$ cat src/rtl/mar_mbr_mem_if.sv
// Memory access stage: owns MAR/MBR and runs one req/ack read or write
// transaction on external memory, aborting with err after TMO_CYC cycles.
//
//   state | meaning
//   IDLE  | accepts MAR/MBR loads and rd_start/wr_start
//   REQ   | mem_req high, waiting for mem_ack or timeout
//   DONE  | one-cycle done pulse, MBR holds read data
//   ABORT | one-cycle err pulse, MBR unchanged
module mar_mbr_mem_if #(
    parameter int ADDR_W  = 8,
    parameter int DATA_W  = 16,
    parameter int TMO_CYC = 15
) (
    input  logic              clk,
    input  logic              rst,
    input  logic              C_mar_pc,
    input  logic              C_mar_mbr,
    input  logic              rd_start,
    input  logic              wr_start,
    input  logic              C_mbr_acc,
    input  logic [ADDR_W-1:0] PC_in,
    input  logic [DATA_W-1:0] ACC_in,
    output logic [ADDR_W-1:0] MAR_out,
    output logic [DATA_W-1:0] MBR_out,
    output logic              busy,
    output logic              done,
    output logic              err,
    output logic              mem_req,
    output logic              mem_we,
    output logic [ADDR_W-1:0] mem_addr,
    output logic [DATA_W-1:0] mem_wdata,
    input  logic [DATA_W-1:0] mem_rdata,
    input  logic              mem_ack
);

    typedef enum logic [1:0] {
        IDLE  = 2'd0,
        REQ   = 2'd1,
        DONE  = 2'd2,
        ABORT = 2'd3
    } state_t;

    localparam logic [7:0] TMO_LAST = 8'(TMO_CYC - 1);

    state_t            state, state_nxt;
    logic [7:0]        wait_cnt;
    logic [ADDR_W-1:0] mar, req_addr;
    logic [DATA_W-1:0] mbr, req_wdata;
    logic              req_we;
    logic              start;
    logic              timeout;

    assign start   = rd_start | wr_start;
    // wait_cnt equals the number of REQ cycles already completed
    assign timeout = (wait_cnt == TMO_LAST);

    always_ff @(posedge clk) begin
        if (rst) begin
            state <= IDLE;
        end else begin
            state <= state_nxt;
        end
    end

    always_comb begin
        state_nxt = state;
        busy      = 1'b0;
        done      = 1'b0;
        err       = 1'b0;
        mem_req   = 1'b0;
        case (state)
            IDLE: begin
                if (start) begin
                    state_nxt = REQ;
                end
            end
            REQ: begin
                busy    = 1'b1;
                mem_req = 1'b1;
                // ack wins over a coincident timeout
                if (mem_ack) begin
                    state_nxt = DONE;
                end else if (timeout) begin
                    state_nxt = ABORT;
                end
            end
            DONE: begin
                busy      = 1'b1;
                done      = 1'b1;
                state_nxt = IDLE;
            end
            ABORT: begin
                busy      = 1'b1;
                err       = 1'b1;
                state_nxt = IDLE;
            end
            default: state_nxt = IDLE;
        endcase
    end

    // Address/data are snapshotted at start so a same-cycle MAR/MBR load
    // cannot disturb the transaction that is being launched.
    always_ff @(posedge clk) begin
        if (rst) begin
            mar       <= '0;
            mbr       <= '0;
            req_addr  <= '0;
            req_wdata <= '0;
            req_we    <= 1'b0;
            wait_cnt  <= '0;
        end else begin
            if (state == REQ) begin
                wait_cnt <= wait_cnt + 8'd1;
            end else begin
                wait_cnt <= '0;
            end

            if (state == IDLE) begin
                if (start) begin
                    req_we    <= wr_start;
                    req_addr  <= mar;
                    req_wdata <= mbr;
                end
                if (C_mar_pc) begin
                    mar <= PC_in;
                end else if (C_mar_mbr) begin
                    mar <= mbr[ADDR_W-1:0];
                end
                if (C_mbr_acc) begin
                    mbr <= ACC_in;
                end
            end else if (state == REQ && mem_ack && !req_we) begin
                mbr <= mem_rdata;
            end
        end
    end

    assign MAR_out   = mar;
    assign MBR_out   = mbr;
    assign mem_we    = mem_req & req_we;
    assign mem_addr  = mem_req ? req_addr : '0;
    assign mem_wdata = mem_req ? req_wdata : '0;

endmodule

$ cat config.mk
export PLATFORM = sky130hd
export DESIGN_NAME = mar_mbr_mem_if
export DESIGN_NICKNAME = d
export VERILOG_FILES = /design/src/rtl/mar_mbr_mem_if.sv
export SDC_FILE = /design/constraint.sdc
export NUM_CORES = 1
export LEC_CHECK = 0
export ABC_AREA = 1
export CAP_MARGIN = 20
export CORE_UTILIZATION = 41
export DETAILED_ROUTE_END_ITERATION = 10
export GPL_TIMING_DRIVEN = 1
export PLACE_DENSITY_LB_ADDON = 0.3
export SETUP_SLACK_MARGIN = 0.3
export SLEW_MARGIN = 20
export SYNTH_ARGS = -nofsm -noshare
export SYNTH_HDL_FRONTEND = slang
export SYNTH_SLANG_ARGS = --single-unit
$ cat constraint.sdc
create_clock -name clk -period 1.1 [get_ports clk]
set_input_delay 0.22 -clock clk [delete_from_list [all_inputs] [get_ports clk]]
set_output_delay 0.22 -clock clk [all_outputs]
set_load 0.02 [all_outputs]
[Word-level counts from Yosys, hierarchy flattened]
Index checks and enable logic that the tools add are counted.
Storage, ports and cells
  bits in registers: 59
  bits in latches: 0
  memory bits (writable): 0
  memory bits (read-only): 0
  bits of input ports: 48
  logic and storage cells: 46
  memories: 0
Cells by class
  add/subtract/negate cells: 1
  multipliers: 0
  div/mod/pow operators: 0
  $lt $le $gt $ge: 0
  equality and inequality tests: 7
  shift-type cells: 0
  mux-type cells: 15
  bitwise gates (word level): 3
  reductions and logical operators: 13
Operators by type and width (count)
  16-bit 2-to-1 mux: 4
  8-bit 2-to-1 mux: 3
  8-bit by 1-bit adder with 8-bit output (second input constant): 1
  8-bit by 4-bit equality test with 1-bit output (second input constant): 1
  2-bit AND reduction: 4
  2-bit 2-to-1 mux: 3
  2-bit case mux with 3 select lines: 1
  2-bit equality test (second input constant): 2
  1-bit 2-to-1 mux: 4
  2-bit inequality test (second input constant): 2
  2-bit nonzero test: 2
  2-bit OR reduction: 2
  3-bit inequality test (second input constant): 1
  3-bit OR reduction: 1
  2-bit by 1-bit equality test with 1-bit output (second input constant): 1
  1-bit logical AND: 2
  2-bit zero test: 1
  1-bit bitwise AND: 1
  1-bit zero test: 1
  1-bit inverter: 1
  1-bit OR: 1

[Depth between registers and ports, before layout]
Gate-level depths: netlist of run 1.
  word-level depth: 5
  depth in mapped cells: 7
  mapped depth without buffers: 6

[Worst setup path before layout of run 1]
OpenSTA, ideal clock, no wires.
  path type: reg2out
  start: register state[0]
  end: output port mem_addr[2]
  arrival: 1047 ps
  required time: 880 ps
  setup slack: -167 ps
  stages on the path, launching flop included: 4
  path buffers: 1
  cell sequence: dfxtp_1 -> nand2_4 -> buf_2 -> nor2_1
Between the ends
  cells in the longest elaborated chain, start to end: 3
Ends and longest elaborated chain
  start: declaration: line 45  | state_t state, state_nxt;
  start signal: assignment: line 61  | state <= state_nxt;
  2-bit by 1-bit equality test with 1-bit output: line 71  | case (state)
  1-bit 2-to-1 mux: line 71
  8-bit 2-to-1 mux: line 141  | assign mem_addr = mem_req ? req_addr : '0;
  end: declaration: line 30  | output logic [ADDR_W-1:0] mem_addr,
Every way passes these cells.

[Worst setup path after layout of run 1]
  start: register state[1]
  end: output port mem_wdata[13]
Between the ends
  cells in the longest elaborated chain, start to end: 3
Ends and longest elaborated chain
  2-bit by 1-bit equality test with 1-bit output: line 71
  1-bit 2-to-1 mux: line 71
  16-bit 2-to-1 mux: line 142  | assign mem_wdata = mem_req ? req_wdata : '0;
  end: declaration: line 31  | output logic [DATA_W-1:0] mem_wdata,
Every way passes these cells.

==> flow_summary_export.csv, run 1 <==
group,metric,value,unit
clocking,cts_buffers,9,
clocking,clockBufferDepth,2,
setup_path,cp-start-kind,"register",
synth,synth_area_leaders,"dfxtp_1 (40%), nor2_1 (17%), nand2_1 (13%)",
synth,async_reset_ff_frac,0,
setup_path,worst_ep_required_time,0.88,ns
clocking,clk_pin_slew_worst_paths,0.07,ns
detailed_routing,drc,0,
setup_path,path_class,"register to output pin",
synth,synth_ff_type,"dfxtp_1",
clocking,clk_latency,0.34,ns
clocking,cts_root_buffer,"clkbuf_8",
setup_path,r2r_end,"req_addr[1]",
placement,place.gp.congestion,0.8072,
die,num_rows,30,
placement,io_buffers,100,
hold_path,worst_hold_path_type,"register to register",
global_routing,grt_max_degree,50,
setup_path,rr_startpoint,"state[0]",
detailed_routing,dr.pass1.iters,6,
synth,synthCells,463,
clocking,holdBufCountCts,0,
global_routing,grt_pass1_wl,17260,um
setup_path,slowest_stage,"dfxtp_2",
die,pin_count,101,
synth,synth-simple-area-share,0.3898,
global_routing,met3_usage,0.05024,
die,die_x,87.33,um
synth,synth_edf_count,0,
synth,ys_top_cells_by_count,"nor2_1 (138), nand2_1 (105), inv_1 (62)",
global_routing,overflow,0,
die,core,6907,um2
hold_path,worstHoldEndpoint,"req_wdata[14]",
global_routing,grt_pass1_vias,3618,
detailed_routing,wl_per_cell,17.61,um
setup_path,reg2reg_depth,7,
global_routing,antenna_found_initial,0,
detailed_routing,vias,3915,
run_status,status,"finished, violations left",
final_layout,drive_gt1_frac,0.4511,
final_layout,finish.utilization,0.8201,
setup_path,critical-path-top-delay-family,"buffers and inverters",
synth,syn_nets,513,
power_and_ir_drop,total_power,8.429,mW
setup_path,rrSetupSlack,-0.40,ns
setup_path,cp_cell_sequence,"clkinv_4 -> nand2_8 -> buf_12 -> nor2_4 -> buf_6",
die,chipHeight,87.33,um
setup_path,cp-startpoint,"state[1]",
detailed_routing,drt-total-wl,12860,um
run,cap_violations,0,
global_routing,grt-busiest-layer,"met2",
timing,hold_viol,0,
detailed_routing,drt-initial-drc-count,282,
timing,slew_viol_final,0,
power_and_ir_drop,leakagePower,2.571,nW
final_layout,stdcell_count,730,
die,die_area,7627,um2
placement,dp_cells,683,
timing,min_period,1.495,ns
timing,finClkSkew,0.007219,ns
synth,netlist.area_leader.share,0.3956,
synth,yosysWarnings,0,
placement,dp_hpwl,6101,um
timing,setup_viol,88,
die,initial_utilization,0.4322,
detailed_routing,via_per_inst,5.363,
hold_path,min-delay-start,"req_wdata[14]",
final_layout,area_growth,89.73,%
setup_path,critPathMaxStageDelay,0.36,ns
synth,syn_area_per_cell,6.448,um2
power_and_ir_drop,powerDensity,1488,nW/um2
synth,ys_ff_latch,59,
clocking,cts_tree,"done",
clocking,htree_levels,3,
setup_path,crit_path_end_kind,"output pin",
global_routing,grt_use_met2,0.5653,
timing,rsz0062_at_grt,"yes",
final_layout,layout.nets,680,
synth,synth_xor_area_frac,0.002934,
synth,synth_top_family_by_area,"simple AND/OR/NAND/NOR gates",
synth,yosysMostFrequentCell,"nor2_1",
clocking,cts_sinks,59,
synth,ys_types,22,
timing,setup_ws,-0.3951,ns
power_and_ir_drop,ir_worst_vdd,910.5,uV
final_layout,diodes,0,
synth,ys_seq_area_frac,0.3956,
run_status,failed_checks,"negative setup slack",
setup_path,critPathBufInv,3,
setup_path,critPathArrivalTime,1.28,ns
timing,worst_pin_slew,0.2967,ns
detailed_routing,ant_nets,0,
synth,synth_largest_area_cell,"dfxtp_1",
synth,synthAdderAreaFrac,0.008382,
synth,synth_compound_area_frac,0.07418,
timing,period_share,1.359,
global_routing,track_usage,0.3034,
setup_path,crit_fanout,5,
timing,slew_headroom,0.8017,
synth,yosys-mux-area-fraction,0,
global_routing,met1_usage,0.3310,
timing,fmax,0.6689,GHz
hold_path,hold_depth,2,
synth,syn-cell-area,2985,um2
-- worst max-delay path by stage --
stage	endpoint	slack, ns	depth (start not counted)
after floorplan	MAR_out[0]	0.01	6
after global placement	mem_wdata[12]	-0.49	5
after detailed placement	mem_wdata[13]	-0.54	5
after CTS	mem_wdata[12]	-0.38	5
after global routing	req_wdata[0]	-0.44	8
final	mem_wdata[13]	-0.40	5
-- logic make-up (layout without fill, tap and decap cells) --
| family | count (synthesis) | count (layout) |
|---|---|---|
| AOI/OAI and AO/OA | 42 | 42 |
| xor gates and xnor gates | 1 | 1 |
| adders and majority gates | 2 | 2 |
| buffers and inverters | 86 | 255 |
| DFF | 59 | 59 |
| and+or+nand+nor | 273 | 275 |
-- stage by stage --
step / setup TNS [ns] / cell area [um2] / setup WS, ns / hold WS [ns]
final: -29.07 / 5664 / -0.3951 / 0.4832
after global routing: -32.30 / 5664 / -0.4361 / 0.4908
after CTS: -23.24 / 5388 / -0.3784 / 0.4835
after detailed placement: -31.17 / 4552 / -0.5411 / 0.4692
after global placement: -29.29 / 4552 / -0.4885 / 0.4413
after floorplan: 0 / 3188 / 0.01318 / 0.2891
-- report_power, final --
group	switching [mW]	internal, mW
sequential	0.234	2.44
combinational	2.04	1.86
clock	0.876	0.984
-- repair_timing --
item,CTS,global route
pin swaps,15,23
endpoints found under the setup margin,112,112
resized for setup,447,39
gates cloned,8,2
buffers inserted,11,11
-- state kept, by name, indices dropped and copies added (netlist names) --
register	cells
MAR_out	8
MBR_out	16
req_addr	8
req_wdata	16
req_we	1
state	2
wait_cnt	8
-- cell usage in the layout, fill, tap and decap left out, types with 20 or more instances in the layout --
master           instances
buf_4                   43
buf_6                   64
clkdlybuf4s50_1         47
dfxtp_1                 33
dfxtp_2                 24
inv_1                   60
nand2_1                 94
nor2_1                  91
nor2_2                  20
nor2_4                  31
o21ai_2                 21
-- tightest hold or removal path, cell delays in order, from the launching register on --
cell and delay [ns]:
dfxtp_1 0.33, nor2_1 0.05, nor2_1 0.07
-- routing by layer --
layer  up-vias  part of all wire
li1       1726                 -
met1      1833              0.36
met2       275              0.52
met3        81             0.072
met4         0             0.052
met5         -                 0
-- final cells by class --
class / count / area, um2
Inverter: 66 / 277.8
Timing Repair Buffer: 174 / 1957
Sequential cell: 59 / 1219
Multi-Input combinational cell: 320 / 1912
Clock buffer: 13 / 168.9
Tap cell: 96 / 120.1
Fill cell: 388 / 1242
Clock inverter: 2 / 10.01
Note: power is estimated with default switching activity, not from simulation.
==> run 2: changes to the inputs <==
Settings changed: CORE_MARGIN set to 2, CORE_UTILIZATION 41 to 30.
==> run 2 against run 1 <==
The run still ends with negative setup slack left. Non-clock buffer count decreased by 2. Clock-buffer cell count decreased by 2. Sequential share of layout area decreased by 0.75 points. Worst setup slack improved by 0.050 ns. Routed wire length decreased by 17%. Register-to-register slack improved by 0.06 ns. First-iteration DRC count decreased by 57%. Combinational power increased by 1%. Core utilization decreased by 22 points. Global-route usage decreased by 11 points. Cell area increased by 3.4%. Die area increased by 41%. Critical path type unchanged. Highest routed layer unchanged.
==> flow_summary_export.csv, run 2 (synthesis results as in run 1) <==
group,metric,value,unit
timing,hold_viol,0,
final_layout,final_cell_mix,"nand2_1 (81), nor2_1 (71), buf_6 (67)",
hold_path,min-delay-start,"wait_cnt[0]",
run_status,failed_checks,"negative setup slack",
timing,setup_viol,88,
clocking,clk_latency,0.34,ns
setup_path,r2r_end,"MBR_out[0]",
detailed_routing,drt-initial-drc-count,121,
run,cap_violations,0,
setup_path,rr_startpoint,"state[0]",
die,die_area,10770,um2
hold_path,hold_depth,1,
timing,rsz0062_at_grt,"yes",
detailed_routing,ant_nets,0,
setup_path,path_class,"register to output pin",
clocking,holdBufCountCts,0,
global_routing,grt_pass1_wl,16710,um
detailed_routing,drt-total-wl,10640,um
die,initial_utilization,0.3068,
placement,dp_hpwl,6578,um
die,pin_count,101,
clocking,cts_buffers,9,
setup_path,reg2reg_depth,9,
timing,worst_pin_slew,0.3383,ns
setup_path,critPathArrivalTime,1.23,ns
final_layout,area_growth,96.19,%
clocking,cts_root_buffer,"clkbuf_8",
hold_path,worstHoldEndpoint,"wait_cnt[0]",
final_layout,diodes,0,
final_layout,drive_gt1_frac,0.4794,
placement,io_buffers,100,
power_and_ir_drop,comb_power_share,0.451,
global_routing,grt_max_degree,30,
detailed_routing,wl_per_cell,13.91,um
power_and_ir_drop,switching_power,3.058,mW
run_status,status,"finished, violations left",
final_layout,finish.utilization,0.6020,
setup_path,crit_path_end_kind,"output pin",
power_and_ir_drop,leakagePower,2.570,nW
timing,setup_tns,-23.66,ns
die,core,9729,um2
setup_path,crit_fanout,8,
setup_path,cp-start-kind,"register",
detailed_routing,dr.pass1.iters,4,
final_layout,layout.nets,677,
power_and_ir_drop,powerDensity,1492,nW/um2
setup_path,worst_ep_required_time,0.88,ns
power_and_ir_drop,ir_worst_vdd,622.0,uV
clocking,htree_levels,3,
power_and_ir_drop,seqPwrFrac,0.304,
placement,place.gp.congestion,0.8156,
clocking,clk_pin_slew_worst_paths,0.08,ns
timing,setup_ws,-0.3451,ns
die,chipHeight,103.8,um
global_routing,track_usage,0.1962,
power_and_ir_drop,clock_power_share,0.246,
final_layout,stdcell_count,765,
detailed_routing,drc,0,
clocking,cts_sinks,59,
power_and_ir_drop,switching_share,0.3499,
timing,slew_headroom,0.7721,
detailed_routing,vias,3403,
final_layout,final_common_cell,"nand2_1",
setup_path,rrSetupSlack,-0.34,ns
timing,period_share,1.314,
timing,fmax,0.6920,GHz
power_and_ir_drop,p_int,5.682,mW
hold_path,worst_hold_path_type,"register to register",
timing,finClkSkew,0.008477,ns
placement,dpl_worst_slack,-0.4607,ns
global_routing,antenna_found_initial,0,
detailed_routing,via_per_inst,4.448,
placement,dp_cells,719,
global_routing,overflow,0,
clocking,clockBufferDepth,2,
die,die_x,103.8,um
timing,slew_viol_final,0,
global_routing,grt_pass1_vias,3471,
die,num_rows,36,
timing,min_period,1.445,ns
clocking,cts_tree,"done",
-- run 2: cell count changes in the layout (fill, tap and decap cells not counted), moves of 4 or more --
cell | previous run | this run
nand2_2 | 9 | 17
buf_4 | 43 | 34
nand3_2 | 16 | 12
o21ai_0 | 10 | 16
nand3_1 | 4 | 8
nor2_4 | 31 | 38
o21ai_2 | 21 | 13
nor2_1 | 91 | 71
nand2_1 | 94 | 81
nor2_2 | 20 | 33
-- run 2: power by group through the flow --
stage	logic, mW	registers (mW)	clock network [mW]
2_1_floorplan	1.36	2.76	0
3_3_place_gp	2.59	2.61	0
3_5_place_dp	2.63	2.62	0
4_1_cts	3.66	2.64	2.17
5_1_grt	4.19	2.69	2.29
6_report	3.94	2.65	2.15
-- run 2: final cells by class --
type	count	area [um2]
Fill cell	854	3872
Tap cell	133	166.4
Multi-Input combinational cell	319	1991
Sequential cell	59	1216
Clock inverter	5	76.32
Clock buffer	11	131.4
Inverter	66	272.8
Timing Repair Buffer	172	2003
-- run 2: per-stage QoR --
step / hold WS [ns] / power (mW) / cell area [um2]
after floorplan: 0.2891 / 4.124 / 3188
after global placement: 0.4424 / 5.203 / 4578
after detailed placement: 0.4603 / 5.245 / 4578
after CTS: 0.4768 / 8.466 / 5637
after global routing: 0.5065 / 9.172 / 5857
final: 0.4808 / 8.740 / 5857
-- run 2: repair_timing --
item | in CTS | in global routing
buffers inserted | 17 | 3
pin swaps | 30 | 32
gates cloned | 9 | 1
hold endpoints to repair | 0 | 0
gates resized for setup | 470 | 54
endpoints found under the setup margin | 112 | 112
-- run 2: how the worst max path moves through the flow --
stage	cells past startpoint	to	slack, ns	start
after global routing	9	MBR_out[8]	-0.40	state[0]
after floorplan	6	MAR_out[0]	0.01	state[1]
after detailed placement	5	mem_wdata[11]	-0.46	state[1]
final	5	mem_wdata[11]	-0.35	state[1]
after global placement	5	mem_addr[3]	-0.43	state[1]
after CTS	5	mem_wdata[11]	-0.35	state[1]
-- run 2: routing by layer --
layer  vias up  share of wire  track usage
met2        90           0.52       0.3623
met4         0          0.028      0.08977
met3        20          0.045      0.04028
met5         -              0            0
li1       1722              -            -
met1      1571           0.40       0.2148
-- run 2: worst max-delay path: stages, from the launching register on --
cell and delay, ns:
dfxtp_2 0.34, inv_4 0.08, nand2_8 0.09, buf_12 0.17, nor2_4 0.09, buf_6 0.12
==> RTL change, RTL diff (flow settings as in run 2) <==
Re-encode `state_t` (4 states) as one-hot, 4 bits wide.
--- a/src/rtl/mar_mbr_mem_if.sv
+++ b/src/rtl/mar_mbr_mem_if.sv
@@ -35,7 +35,7 @@
 
-    typedef enum logic [1:0] {
-        IDLE  = 2'd0,
-        REQ   = 2'd1,
-        DONE  = 2'd2,
-        ABORT = 2'd3
+    typedef enum logic [3:0] {
+        IDLE  = 4'b0001,
+        REQ   = 4'b0010,
+        DONE  = 4'b0100,
+        ABORT = 4'b1000
     } state_t;
Formal check against the unedited RTL: no difference found for any inputs over 10 cycles, from zero or initial values and one cycle with rst high; not proved beyond that.
==> RTL change against run 2 <==
The run still ends with setup timing left. Sequential cell count increased by 2. Routed wire length is 15% lower. Area after synthesis fell by 1.6%. Clock skew up 0.0015 ns. Via count is 4.2% lower. Setup slack got worse by 0.17 ns. Cell area fell by 9.0%. First-iteration DRC count is 29% higher. Total power shrank 14%. Critical endpoint is now mem_wdata[12].
==> RTL change: results (changes against run 2) <==
* Status: finished, violations left
* Failing checks: setup timing
* Setup violators final at 90 (+2.3%)
* # fillers at 943 (+10%)
* P_sw at 2.467 mW (-19%)
* Placement-stage cell area at 4713 sq um (+3.0%)
* Routed vias at 3260 (-4.2%)
* TritonRoute pass-1 iters at 7 (+3)
* Clk buf depth at 2 (unchanged)
* Syn Nets at 498 (-2.9%)
* TritonCTS buffer count at 9 (unchanged)
* Pre-CTS WS at -0.6041 ns (-0.1434 ns)
* Met2 Wirelength at 4707 um (-16%)
* Ys async rst share at 0% (unchanged)
* Drt wl/cell at 12.13 um (-13%)
* Sequential share of the synthesized area at 41.55% (+2.0 points)
* Vias in the first global route at 3022 (-13%)
* Ant. Diodes at 0 (unchanged)
* Final nets at 661 (-2.4%)
* DR top layer: met4
* Yosys Warn Count at 0 (unchanged)
* CTS H-tree lvls at 3 (unchanged)
* Layout cell share with drive strength beyond 1 at 38.64% (-9.3 points)
* Initial antenna violation count at 0 (unchanged)
* Largest net degree at the start of global routing at 37 (+23%)
* Post-DP HPWL at 6359 um (-3.3%)
* Root Buffer: clkbuf_8
* Clk Latency, worst-skew pair at 0.34 ns (about the same)
* Worst-path clk slew at approximately 0.070 ns
* Post-synth top cells: nand2_1, nor2_1, inv_1
* Max rail drop VDD at 696.0 uV (+12%)
* CP max FO at 7 (-1)
* Slew HR at 82.48% (+5.3 points)
* GR Util met3 at 4.203% (+0.18 points)
* DRT iter0 DRCs at 156 (+29%)
* Static Leak at 2.354 nW (-8.4%)
* First-pass GRT wire length at 14260 um (-15%)
* Met2 usage at 31.57% (-4.7 points)
* Met1 usage in global routing at 20.19% (-1.3 points)
* Synth cell types at 24 (+9.1%)
* Largest cells by area after synthesis: dfxtp_1, nand2_1, nor2_1, inv_1, a21oi_1
* Crit path DAT at 1.39 ns (+0.16 ns)
* Port Buffers at 100 (unchanged)
* Total GRT Usage at 17.55% (-2.1 points)
* Final Wtd Congestion at 0.7871 (-3.5%)
* DR WL met3 at 329 um (-31%)
* Prevailing post-synth register cell: dfxtp_1
* Setup Skew at 0.009944 ns (+0.001466 ns)
* Antenna-violating nets left at 0 (unchanged)
* Final worst setup slack at -0.5116 ns (-0.1665 ns)
* Met1 WL at 3868 um (-9.7%)
* Total negative slack at -31.50 ns (-7.841 ns)
* Hold Crit Class: reg -> reg
-- RTL change: cell types whose count changed after synthesis, sizes merged --
| cell | delta |
|---|---|
| a21oi | +39 |
| buf | -4 |
| clkbuf | +11 |
| dfxtp | +2 |
| inv | -1 |
| nand2 | -22 |
| nand3 | +22 |
| nand4 | +1 |
| nor2 | -68 |
| nor3 | +2 |
| o211ai | +1 |
| or2 | +1 |
| xor2 | +1 |
-- RTL change: final timing paths --
check | slack (ns) | cells past startpoint | end | start
hold / removal | 0.48 | 2 | req_we$_SDFFE_PP0P_ | req_we$_SDFFE_PP0P_
setup reg to reg | -0.38 | 6 | MBR_out[15]$_SDFFE_PP0P_ | state[3]$_SDFFE_PP0P_
setup / recovery | -0.51 | 5 | mem_wdata[12] | state[3]$_SDFFE_PP0P_
hold reg to reg | 0.48 | 2 | req_we$_SDFFE_PP0P_ | req_we$_SDFFE_PP0P_
-- RTL change: repair_timing --
action / in CTS / in global routing
endpoints found under the hold margin: 0 / 0
setup endpoints to repair: 114 / 114
setup buffers: 13 / 4
pin swaps: 11 / 4
cloned: 2 / 0
gates resized for setup: 352 / 30
-- RTL change: final cells by class --
class / count / area (sq um) / share of cell area, %
Timing Repair Buffer: 179 / 1814 / 34.03
Multi-Input combinational cell: 295 / 1639 / 30.74
Inverter: 65 / 249.0 / 4.670
Clock buffer: 11 / 141.4 / 2.652
Sequential cell: 61 / 1261 / 23.66
Tap cell: 133 / 166.4 / 3.121
Clock inverter: 5 / 60.06 / 1.126
-- RTL change: stage by stage --
| step | std cells | power, mW | hold slack [ns] | utilization, % |
|---|---|---|---|---|
| detailed placement | 714 | 5.224 | 0.4538 | 48.90 |
| CTS | 745 | 7.490 | 0.4629 | 53.88 |
| floorplan | 448 | 4.060 | 0.2817 | - |
| finish | 749 | 7.486 | 0.4779 | 55.31 |
| global route | 749 | 7.953 | 0.4765 | 55.31 |
| global placement | 714 | 5.180 | 0.4433 | 48.90 |
-- RTL change: critical path, cell delays in order (launching register included) --
cell and delay (ns):
dfxtp_2 0.33, nor2_4 0.19, nand2_8 0.12, buf_12 0.18
nor2_4 0.10, buf_6 0.12
-- RTL change: cells by family after synthesis --
| logic type | Yosys count | synth area share (%) |
|---|---|---|
| simple gates | 209 | 29.59 |
| buf+inv | 92 | 13.20 |
| compound gates | 82 | 14.22 |
| flops | 61 | 41.55 |
| xor+xnor | 2 | 0.5961 |
| fa+ha+maj | 2 | 0.8513 |
-- RTL change: power groups by stage --
stage | clock [mW] | combinational [mW] | sequential (mW)
after floorplan | 0 | 1.21 | 2.85
after global placement | 0 | 2.49 | 2.69
after detailed placement | 0 | 2.52 | 2.70
after CTS | 2.07 | 2.72 | 2.70
after global routing | 2.19 | 3.04 | 2.73
final | 2.02 | 2.77 | 2.70
